`config.mk`:
```
export PLATFORM = sky130hd
export DESIGN_NAME = decoder_sweep_ctrl_flat
export DESIGN_NICKNAME = d
export VERILOG_FILES = /design/src/rtl/decoder_sweep_ctrl_if.sv /design/src/rtl/decoder_sweep_ctrl.sv /design/src/flat_wrapper.sv
export SDC_FILE = /design/constraint.sdc
export NUM_CORES = 1
export LEC_CHECK = 0
export BUFFER_PORTS_ARGS = -buffer_cell sky130_fd_sc_hd__buf_2
export CORE_ASPECT_RATIO = 1.5
export CORE_MARGIN = 4
export CORE_UTILIZATION = 60
export CTS_BUF_LIST = sky130_fd_sc_hd__clkbuf_4
export CTS_CLUSTER_DIAMETER = 150
export DETAILED_ROUTE_END_ITERATION = 8
export PLACE_DENSITY = 0.8
export SLEW_MARGIN = 15
export SYNTH_ARGS = -nofsm -noshare
export SYNTH_HDL_FRONTEND = slang
export SYNTH_SLANG_ARGS = --single-unit
```
`constraint.sdc`:
```
create_clock -name clk -period 4.2 [get_ports clk]
set_input_delay 0.42 -clock clk [delete_from_list [all_inputs] [get_ports clk]]
set_output_delay 0.42 -clock clk [all_outputs]
set_load 0.01 [all_outputs]
```
`src/rtl/decoder_sweep_ctrl_if.sv`:
```
// Bus between the board-side inputs (switches, run button, stop) and the
// LED decoder sequencer. The master drives the raw inputs and watches the
// decoder select/enable and the status pulses.
interface decoder_sweep_ctrl_if;
  logic [3:0] sw;
  logic [1:0] mode;
  logic       run_btn;
  logic       stop;
  logic [3:0] dec_w;
  logic       dec_en;
  logic       running;
  logic       step_tick;
  logic       lap_done;

  modport master (
    output sw, mode, run_btn, stop,
    input  dec_w, dec_en, running, step_tick, lap_done
  );

  modport slave (
    input  sw, mode, run_btn, stop,
    output dec_w, dec_en, running, step_tick, lap_done
  );
endinterface

```
`src/rtl/decoder_sweep_ctrl.sv`:
```
// Sequencer for the 4-to-16 LED decoder. Produces the 4-bit select and the
// enable every cycle in one of four modes (manual, sweep up, sweep down,
// ping-pong). A debounced run button starts/pauses/resumes, stop returns to
// idle. Every output is a flop, so nothing combinational reaches the pins.
module decoder_sweep_ctrl #(
  parameter int unsigned STEP_DIV        = 100_000_000,
  parameter int unsigned DEBOUNCE_CYCLES = 1_000_000
) (
  input  logic               clk,
  input  logic               reset,
  decoder_sweep_ctrl_if.slave bus
);

  localparam int PS_W = $clog2(STEP_DIV);
  localparam int DB_W = $clog2(DEBOUNCE_CYCLES);
  localparam logic [PS_W-1:0] PS_LAST = PS_W'(STEP_DIV - 1);
  localparam logic [DB_W-1:0] DB_LAST = DB_W'(DEBOUNCE_CYCLES - 1);

  localparam logic [1:0] MODE_MAN = 2'b00;
  localparam logic [1:0] MODE_UP  = 2'b01;
  localparam logic [1:0] MODE_DN  = 2'b10;
  localparam logic [1:0] MODE_PP  = 2'b11;

  localparam logic DIR_UP = 1'b0;
  localparam logic DIR_DN = 1'b1;

  typedef enum logic [1:0] {
    IDLE = 2'b00,
    RUN  = 2'b01,
    HOLD = 2'b10
  } state_t;

  typedef struct packed {
    logic [3:0] idx;
    logic       dir;
    logic       lap;
  } step_t;

  // Advance rule applied on a prescaler tick: returns new index, direction
  // and whether this step is a wrap / reversal.
  function automatic step_t step_rule(input logic [1:0] m,
                                      input logic [3:0] i,
                                      input logic       d);
    step_t s;
    s.idx = i;
    s.dir = d;
    s.lap = 1'b0;
    case (m)
      MODE_UP: begin
        s.idx = i + 4'd1;
        s.lap = (i == 4'd15);
      end
      MODE_DN: begin
        s.idx = i - 4'd1;
        s.lap = (i == 4'd0);
      end
      MODE_PP: begin
        if (d == DIR_UP) begin
          if (i == 4'd15) begin
            s.idx = 4'd14;
            s.dir = DIR_DN;
            s.lap = 1'b1;
          end else begin
            s.idx = i + 4'd1;
          end
        end else begin
          if (i == 4'd0) begin
            s.idx = 4'd1;
            s.dir = DIR_UP;
            s.lap = 1'b1;
          end else begin
            s.idx = i - 4'd1;
          end
        end
      end
      default: ;
    endcase
    return s;
  endfunction

  // Synchronizer stages (_p1 first flop, _p2 safe copy used by logic)
  logic [3:0] sw_p1, sw_p2;
  logic [1:0] mode_p1, mode_p2;
  logic       btn_p1, btn_p2;
  logic       stop_p1, stop_p2;

  // Debounce
  logic [DB_W-1:0] db_cnt;
  logic            btn_clean;
  logic            btn_clean_q;
  logic            press;

  // Sequencer state
  state_t          state, state_n;
  logic [3:0]      idx, idx_n;
  logic            dir, dir_n, dir_eff;
  logic [PS_W-1:0] ps_cnt, ps_n;
  logic [1:0]      mode_q;
  logic            pp_enter;
  logic            tick_n, lap_n;
  step_t           stp;

  // Output flops
  logic [3:0] dec_w_r;
  logic       dec_en_r;
  logic       running_r;
  logic       step_tick_r;
  logic       lap_done_r;

  // Two-flop synchronizers for every asynchronous board input
  always_ff @(posedge clk) begin
    if (reset) begin
      sw_p1   <= '0;
      sw_p2   <= '0;
      mode_p1 <= '0;
      mode_p2 <= '0;
      btn_p1  <= 1'b0;
      btn_p2  <= 1'b0;
      stop_p1 <= 1'b0;
      stop_p2 <= 1'b0;
    end else begin
      sw_p1   <= bus.sw;
      sw_p2   <= sw_p1;
      mode_p1 <= bus.mode;
      mode_p2 <= mode_p1;
      btn_p1  <= bus.run_btn;
      btn_p2  <= btn_p1;
      stop_p1 <= bus.stop;
      stop_p2 <= stop_p1;
    end
  end

  // Run-button debounce: clean level flips only after a full stable run
  always_ff @(posedge clk) begin
    if (reset) begin
      db_cnt      <= '0;
      btn_clean   <= 1'b0;
      btn_clean_q <= 1'b0;
    end else begin
      btn_clean_q <= btn_clean;
      if (btn_p2 != btn_clean) begin
        if (db_cnt == DB_LAST) begin
          btn_clean <= btn_p2;
          db_cnt    <= '0;
        end else begin
          db_cnt <= db_cnt + 1'b1;
        end
      end else begin
        db_cnt <= '0;
      end
    end
  end

  // Only the rising edge of the clean level acts; release is ignored
  assign press    = btn_clean & ~btn_clean_q;
  assign pp_enter = (mode_p2 == MODE_PP) && (mode_q != MODE_PP);

  // Next-state, index, direction and prescaler decisions
  always_comb begin
    state_n = state;
    idx_n   = idx;
    dir_n   = dir;
    ps_n    = ps_cnt;
    tick_n  = 1'b0;
    lap_n   = 1'b0;
    dir_eff = dir;
    if (pp_enter) begin
      // Switching into ping-pong heads up, unless already at the top
      dir_eff = (idx == 4'd15) ? DIR_DN : DIR_UP;
    end
    stp = step_rule(mode_p2, idx, dir_eff);

    if (stop_p2) begin
      state_n = IDLE;
    end else begin
      case (state)
        IDLE: begin
          if (press) begin
            state_n = RUN;
            ps_n    = '0;
            dir_n   = DIR_UP;
            case (mode_p2)
              MODE_MAN: idx_n = sw_p2;
              MODE_DN:  idx_n = 4'd15;
              default:  idx_n = 4'd0;
            endcase
          end
        end
        RUN: begin
          dir_n = dir_eff;
          if (press) begin
            // Pause freezes the prescaler where it is so resume loses nothing
            state_n = HOLD;
          end else begin
            if (ps_cnt == PS_LAST) begin
              ps_n   = '0;
              tick_n = 1'b1;
              idx_n  = stp.idx;
              dir_n  = stp.dir;
              lap_n  = stp.lap;
            end else begin
              ps_n = ps_cnt + 1'b1;
            end
            if (mode_p2 == MODE_MAN) begin
              idx_n = sw_p2;
            end
          end
        end
        HOLD: begin
          dir_n = dir_eff;
          if (press) begin
            state_n = RUN;
          end
        end
        default: state_n = IDLE;
      endcase
    end
  end

  // State and registered outputs, all taken from the next-state values
  always_ff @(posedge clk) begin
    if (reset) begin
      state       <= IDLE;
      idx         <= 4'd0;
      dir         <= DIR_UP;
      ps_cnt      <= '0;
      mode_q      <= MODE_MAN;
      dec_w_r     <= 4'd0;
      dec_en_r    <= 1'b0;
      running_r   <= 1'b0;
      step_tick_r <= 1'b0;
      lap_done_r  <= 1'b0;
    end else begin
      state       <= state_n;
      idx         <= idx_n;
      dir         <= dir_n;
      ps_cnt      <= ps_n;
      mode_q      <= mode_p2;
      dec_w_r     <= (state_n == IDLE) ? 4'd0 : idx_n;
      dec_en_r    <= (state_n != IDLE);
      running_r   <= (state_n == RUN);
      step_tick_r <= tick_n;
      lap_done_r  <= lap_n;
    end
  end

  assign bus.dec_w     = dec_w_r;
  assign bus.dec_en    = dec_en_r;
  assign bus.running   = running_r;
  assign bus.step_tick = step_tick_r;
  assign bus.lap_done  = lap_done_r;

endmodule

```
`src/flat_wrapper.sv`:
```
// flat-port wrapper written by rule: the top's interface ports become plain ports
module decoder_sweep_ctrl_flat 
#(
  parameter int unsigned STEP_DIV        = 100_000_000,
  parameter int unsigned DEBOUNCE_CYCLES = 1_000_000
)
  (clk, reset, bus_sw, bus_mode, bus_run_btn, bus_stop, bus_dec_w, bus_dec_en, bus_running, bus_step_tick, bus_lap_done);
  decoder_sweep_ctrl_if bus_i ();
  input  logic clk;
  input  logic reset;
  input wire logic [$bits(bus_i.sw)-1:0] bus_sw;
  input wire logic [$bits(bus_i.mode)-1:0] bus_mode;
  input wire logic [$bits(bus_i.run_btn)-1:0] bus_run_btn;
  input wire logic [$bits(bus_i.stop)-1:0] bus_stop;
  output wire logic [$bits(bus_i.dec_w)-1:0] bus_dec_w;
  output wire logic [$bits(bus_i.dec_en)-1:0] bus_dec_en;
  output wire logic [$bits(bus_i.running)-1:0] bus_running;
  output wire logic [$bits(bus_i.step_tick)-1:0] bus_step_tick;
  output wire logic [$bits(bus_i.lap_done)-1:0] bus_lap_done;
  assign bus_i.sw = bus_sw;
  assign bus_i.mode = bus_mode;
  assign bus_i.run_btn = bus_run_btn;
  assign bus_i.stop = bus_stop;
  assign bus_dec_w = bus_i.dec_w;
  assign bus_dec_en = bus_i.dec_en;
  assign bus_running = bus_i.running;
  assign bus_step_tick = bus_i.step_tick;
  assign bus_lap_done = bus_i.lap_done;
  decoder_sweep_ctrl #(.STEP_DIV(STEP_DIV), .DEBOUNCE_CYCLES(DEBOUNCE_CYCLES)) u_core (.clk(clk), .reset(reset), .bus(bus_i));
endmodule
```
**After elaboration in Yosys (flattened, before gate mapping)**

Cells that the tools add are included.

- $add $sub $neg: 4
- Multiply operators: 0
- Divide/modulo/power cells: 0
- Order comparisons: 0
- Equal/unequal tests: 13
- Shift operators: 0
- Muxes and demuxes: 30
- Bitwise logic cells: 6
- Reductions and logical operators: 16

Operators by type and width:

| kind | number |
|---|---|
| $mux W27 | 3 |
| $pmux W27 S2 | 1 |
| $mux W4 | 7 |
| $add A27 B1 Y27 const B | 1 |
| $eq A27 B27 Y1 const B | 1 |
| $add A20 B1 Y20 const B | 1 |
| $eq A20 B20 Y1 const B | 1 |
| $pmux W4 S2 | 2 |
| $pmux W4 S3 | 1 |
| $mux W2 | 5 |
| $mux W1 | 7 |
| $eq A2 B1 Y1 const B | 3 |
| $eq A2 B2 Y1 const B | 3 |
| $logic_not A2 Y1 | 3 |
| $mux W6 | 1 |
| $pmux W1 S3 | 2 |
| $not A1 Y1 | 5 |
| $reduce_or A5 Y1 | 1 |
| $add A4 B1 Y4 const B | 1 |
| $eq A4 B4 Y1 const B | 1 |
| $logic_not A4 Y1 | 1 |
| $ne A2 B2 Y1 const B | 2 |
| $pmux W2 S2 | 1 |
| $reduce_and A4 Y1 | 1 |
| other kinds (12) | 14 |

- Register bits after elaboration: 82
- Latch bits: 0
- RAM bits: 0
- Bits in read-only memories: 0
- Input port bits: 10
- Output and inout bits: 8
- Memories kept: 0

**Logic depth before layout (Yosys ltp)**

- Depth in word-level cells: 10
- Mapped depth: 10
- Depth with buffers taken out: 7

**Worst setup path before layout**

Ideal clock, no wire load.

- Kind: flip-flop to flip-flop
- From: register u_core.state[0]
- To: register u_core.ps_cnt[17]
- Library setup time: 122 ps
- Data arrival time: 1924 ps
- Required time: 4078 ps
- Setup slack: 2154 ps
- Cell stages (with the launch flop): 11
- Path buffers: 3
- Cell sequence: dfxtp_1 inv_1 ha_1 buf_2 nor2b_1 a21oi_2 nor2_1 a21o_1 buf_4 buf_4 a21oi_1

- Longest elaborated chain between the ends: 3
- Elaborated cells between the ends (all ways): 7

RTL lines:

| item | line | text |
|---|---|---|
| start, declared | decoder_sweep_ctrl.sv:94 | `state_t state, state_n;` |
| start signal, assigned | decoder_sweep_ctrl.sv:234 | `state <= state_n;` |
| $eq A2 B1 Y1 or $logic_not A2 Y1 (tied branches) | decoder_sweep_ctrl.sv:176 | `case (state)` |
| $ne A2 B2 Y1 (no line), or another cell as far along | n/a |  |
| $reduce_and A4 Y1 (no line) | n/a |  |
| end signal, assigned | decoder_sweep_ctrl.sv:237 | `ps_cnt <= ps_n;` |
| end, declared | decoder_sweep_ctrl.sv:97 | `logic [PS_W-1:0] ps_cnt, ps_n;` |

Several ways; a longest one is shown, not always the timed one.
A chain may end at the register's enable or synchronous reset.

**Final worst setup path**

- From: register u_core.state[1]
- To: register u_core.ps_cnt[16]

Same word-level chain as after synthesis.

==> out/metrics.cfg <==
[detailed_routing]
vias_per_cell = 6.295
wl_um = 10750
drt_iter0_markers = 269
drt-wirelength-per-cell_um = 17.15
drc_errors = 0
final_antenna_net_count = 0
vias = 3947
drt_pass1_iterations = 6

[synth]
ys_ff_latch = 82
async_reset_ff_frac = 0
netlist_area_um2 = 4414
synth_cells = 524
yosys_warnings = 0
ys_types = 78
synth_edf_count = 0
syn_nets = 543
syn_area_per_cell_um2 = 8.424
ys.flop_type = dfxtp_1
yosysSeqAreaShare = 0.3719

[sta]
finalCriticalPeriod_ps = 2737
holdWs_ps = 179.8
max-slew-margin-rel = 0.4244
finalHoldViolCount = 0
worst_pin_slew_ps = 856.8
finalSetupTns_ps = 0
fin_crit_sh = 0.6517
skew_ps = 19.25
drv_slew = 0
rsz0062_at_grt = false
finalWorstSetupSlack_ps = 1463
fmax_mhz = 365.4
setup-violations-final = 0

[floorplanning]
coreArea_um2 = 7179
initial_core_util = 0.6148
rows = 38
die_w_um = 78.04
io_pins = 18
chipHeight_um = 113.1
die-area_um2 = 8822

[clock_tree]
ctsResizeCount = 0
post_cts_buffers = 0
cts_tree = built
cts_buffer_depth = 2
clkLatencyLatePin_ps = 440
path_clk_slew_ps = 140
cts_root_buffer = clkbuf_4
clock-sinks = 82
h-tree-depth = 3
cts_buffers = 9
cts_hold_buffers = 0

[final_layout]
final_nets = 541
drive_gt1_frac = 0.1139
antenna_cells = 0
area_delta_synth_final_pct = 4.478
nFillCells = 654

[setup_path]
critPathLaunchType = register
path_buf_inv = 1
crit_path_max_incr_delay_ps = 570
cp_slowest_cell = a21o_1
critPathKind = reg2reg
end_kind = register
arrival_ps = 3050
crit_family = simple AND/OR/NAND/NOR gates
worstPathRequired_ps = 4510
path_cells = inv_1, ha_1, nor2b_1, a21oi_2, nor2_1, a21o_1, nor3_1
cp_max_fo = 19

[global_route]
antenna_found_initial = 0
overflow = 0
grt_max_degree = 37
grt_pass1_wl_um = 17640
grt_usage = 0.2514
grt_pass1_vias = 3840

[power]
power.density_nw_per_um2 = 281.3
p_leak_nw = 1.501
ir_worst_vdd_v = 0.0002593

[placed_design]
numPortBuffers = 17
place_ws_ps = 1478
gp_congestion = 0.9381
hpwl_um = 7804

[hold_path]
hold_path.class = in2reg

[status]
status = complete, no violations

[run]
cap_violations = 0

==> report_power, final <==
part / switching (W) / internal [W]
clock network: 0.000282 / 0.000180
registers: 0.00000820 / 0.000786
logic: 0.0000248 / 0.0000160
==> cells in the final DEF, fill, tap and decap left out, types with 15 or more instances in the layout <==
cell type  netlist  routed
dfxtp_1         82      82
nor2_1          47      47
nand2_1         40      40
nand3_1         32      32
nor2b_1         23      23
xor2_1          19      19
nand4_1         18      18
a21oi_1         18      18
nor3_1          17      17
o21ai_0         17      17
buf_2           10      17
inv_1           15      15
==> layout make-up <==
cell class                      instances  area (µm²)  area share
Sequential cell                        82        1642      0.3559
Timing Repair Buffer                   18       92.59     0.02008
Clock buffer                            9       67.56     0.01465
Tap cell                              100       125.1     0.02713
Inverter                               16       60.06     0.01302
Multi-Input combinational cell        395        2556      0.5543
Clock inverter                          7       68.82     0.01492
==> final timing paths <==
check / slack [ps] / from / to / cells past startpoint
setup / recovery: 1460 / u_core.state[1] / u_core.ps_cnt[16] / 7
setup reg to reg: 1460 / u_core.state[1] / u_core.ps_cnt[16] / 7
hold / removal: 180 / bus_mode[1] / u_core.mode_p1[1] / 2
hold reg to reg: 450 / u_core.sw_p1[1] / u_core.sw_p2[1] / 1
==> kinds of logic after synthesis <==
logic type	share of synthesized area
mux	0.006803
xor+xnor	0.05754
compound gates	0.1627
flops	0.3719
simple gates	0.3265
fa+ha+maj	0.02551
buf+inv	0.04903
==> through the flow <==
stage,std cells,utilization,total power [W],cell area [µm²]
floorplan,524,-,0.0008390,4414
global placement,611,0.6234,0.0008501,4476
detailed placement,611,0.6234,0.0008513,4476
CTS,627,0.6424,0.001302,4612
global route,627,0.6424,0.001338,4612
finish,627,0.6424,0.001297,4612
==> registers in the layout, summed over array words and instances (netlist names) <==
signal,count
u_core.ps_cnt,27
u_core.db_cnt,20
u_core.bus.dec_w,4
u_core.idx,4
u_core.sw_p1,4
u_core.sw_p2,4
u_core.mode_p1,2
u_core.mode_p2,2
u_core.mode_q,2
u_core.state,2
u_core.btn_clean,1
u_core.btn_clean_q,1
u_core.btn_p1,1
u_core.btn_p2,1
u_core.bus.dec_en,1
u_core.bus.lap_done,1
u_core.bus.running,1
u_core.bus.step_tick,1
u_core.dir,1
u_core.stop_p1,1
u_core.stop_p2,1
==> routing by layer <==
layer,part of all wire,vias to the layer above,global-route usage
met3,0.044,61,0.04538
li1,-,1910,-
met1,0.37,1827,0.2515
met4,0.066,0,0.1680
met2,0.52,149,0.4645
met5,0,-,0
==> synthesized netlist by cell type (all sizes together) (3+ instances only) <==
library cell   n  area (µm²)
inv           15       56.30
o21ai         20       100.1
xor2          19       166.4
mux2i          3       30.03
a211oi         3       22.52
nor3          20       115.1
a311oi         7       67.56
o211ai         5       37.54
nor4          11       75.07
o31ai          5       37.54
a21o           3       30.02
nand2b         5       31.28
buf           15       95.09
nand2         41       156.4
xnor2         10       87.58
a31oi         13       81.33
and4           9       78.83
nand4         21       158.9
o21a           3       22.52
nor2          49       193.9
clkbuf        16       61.30
nand3         32       160.2
o21ba          3       30.03
and3           8       55.05
ha             9       112.6
dfxtp         82        1642
or2            5       31.28
a21oi         19       98.85
nor2b         23       143.9
or3            8       50.05
nor4b          5       50.04
o31a           3       26.28
(Power assumes the default switching activity.)
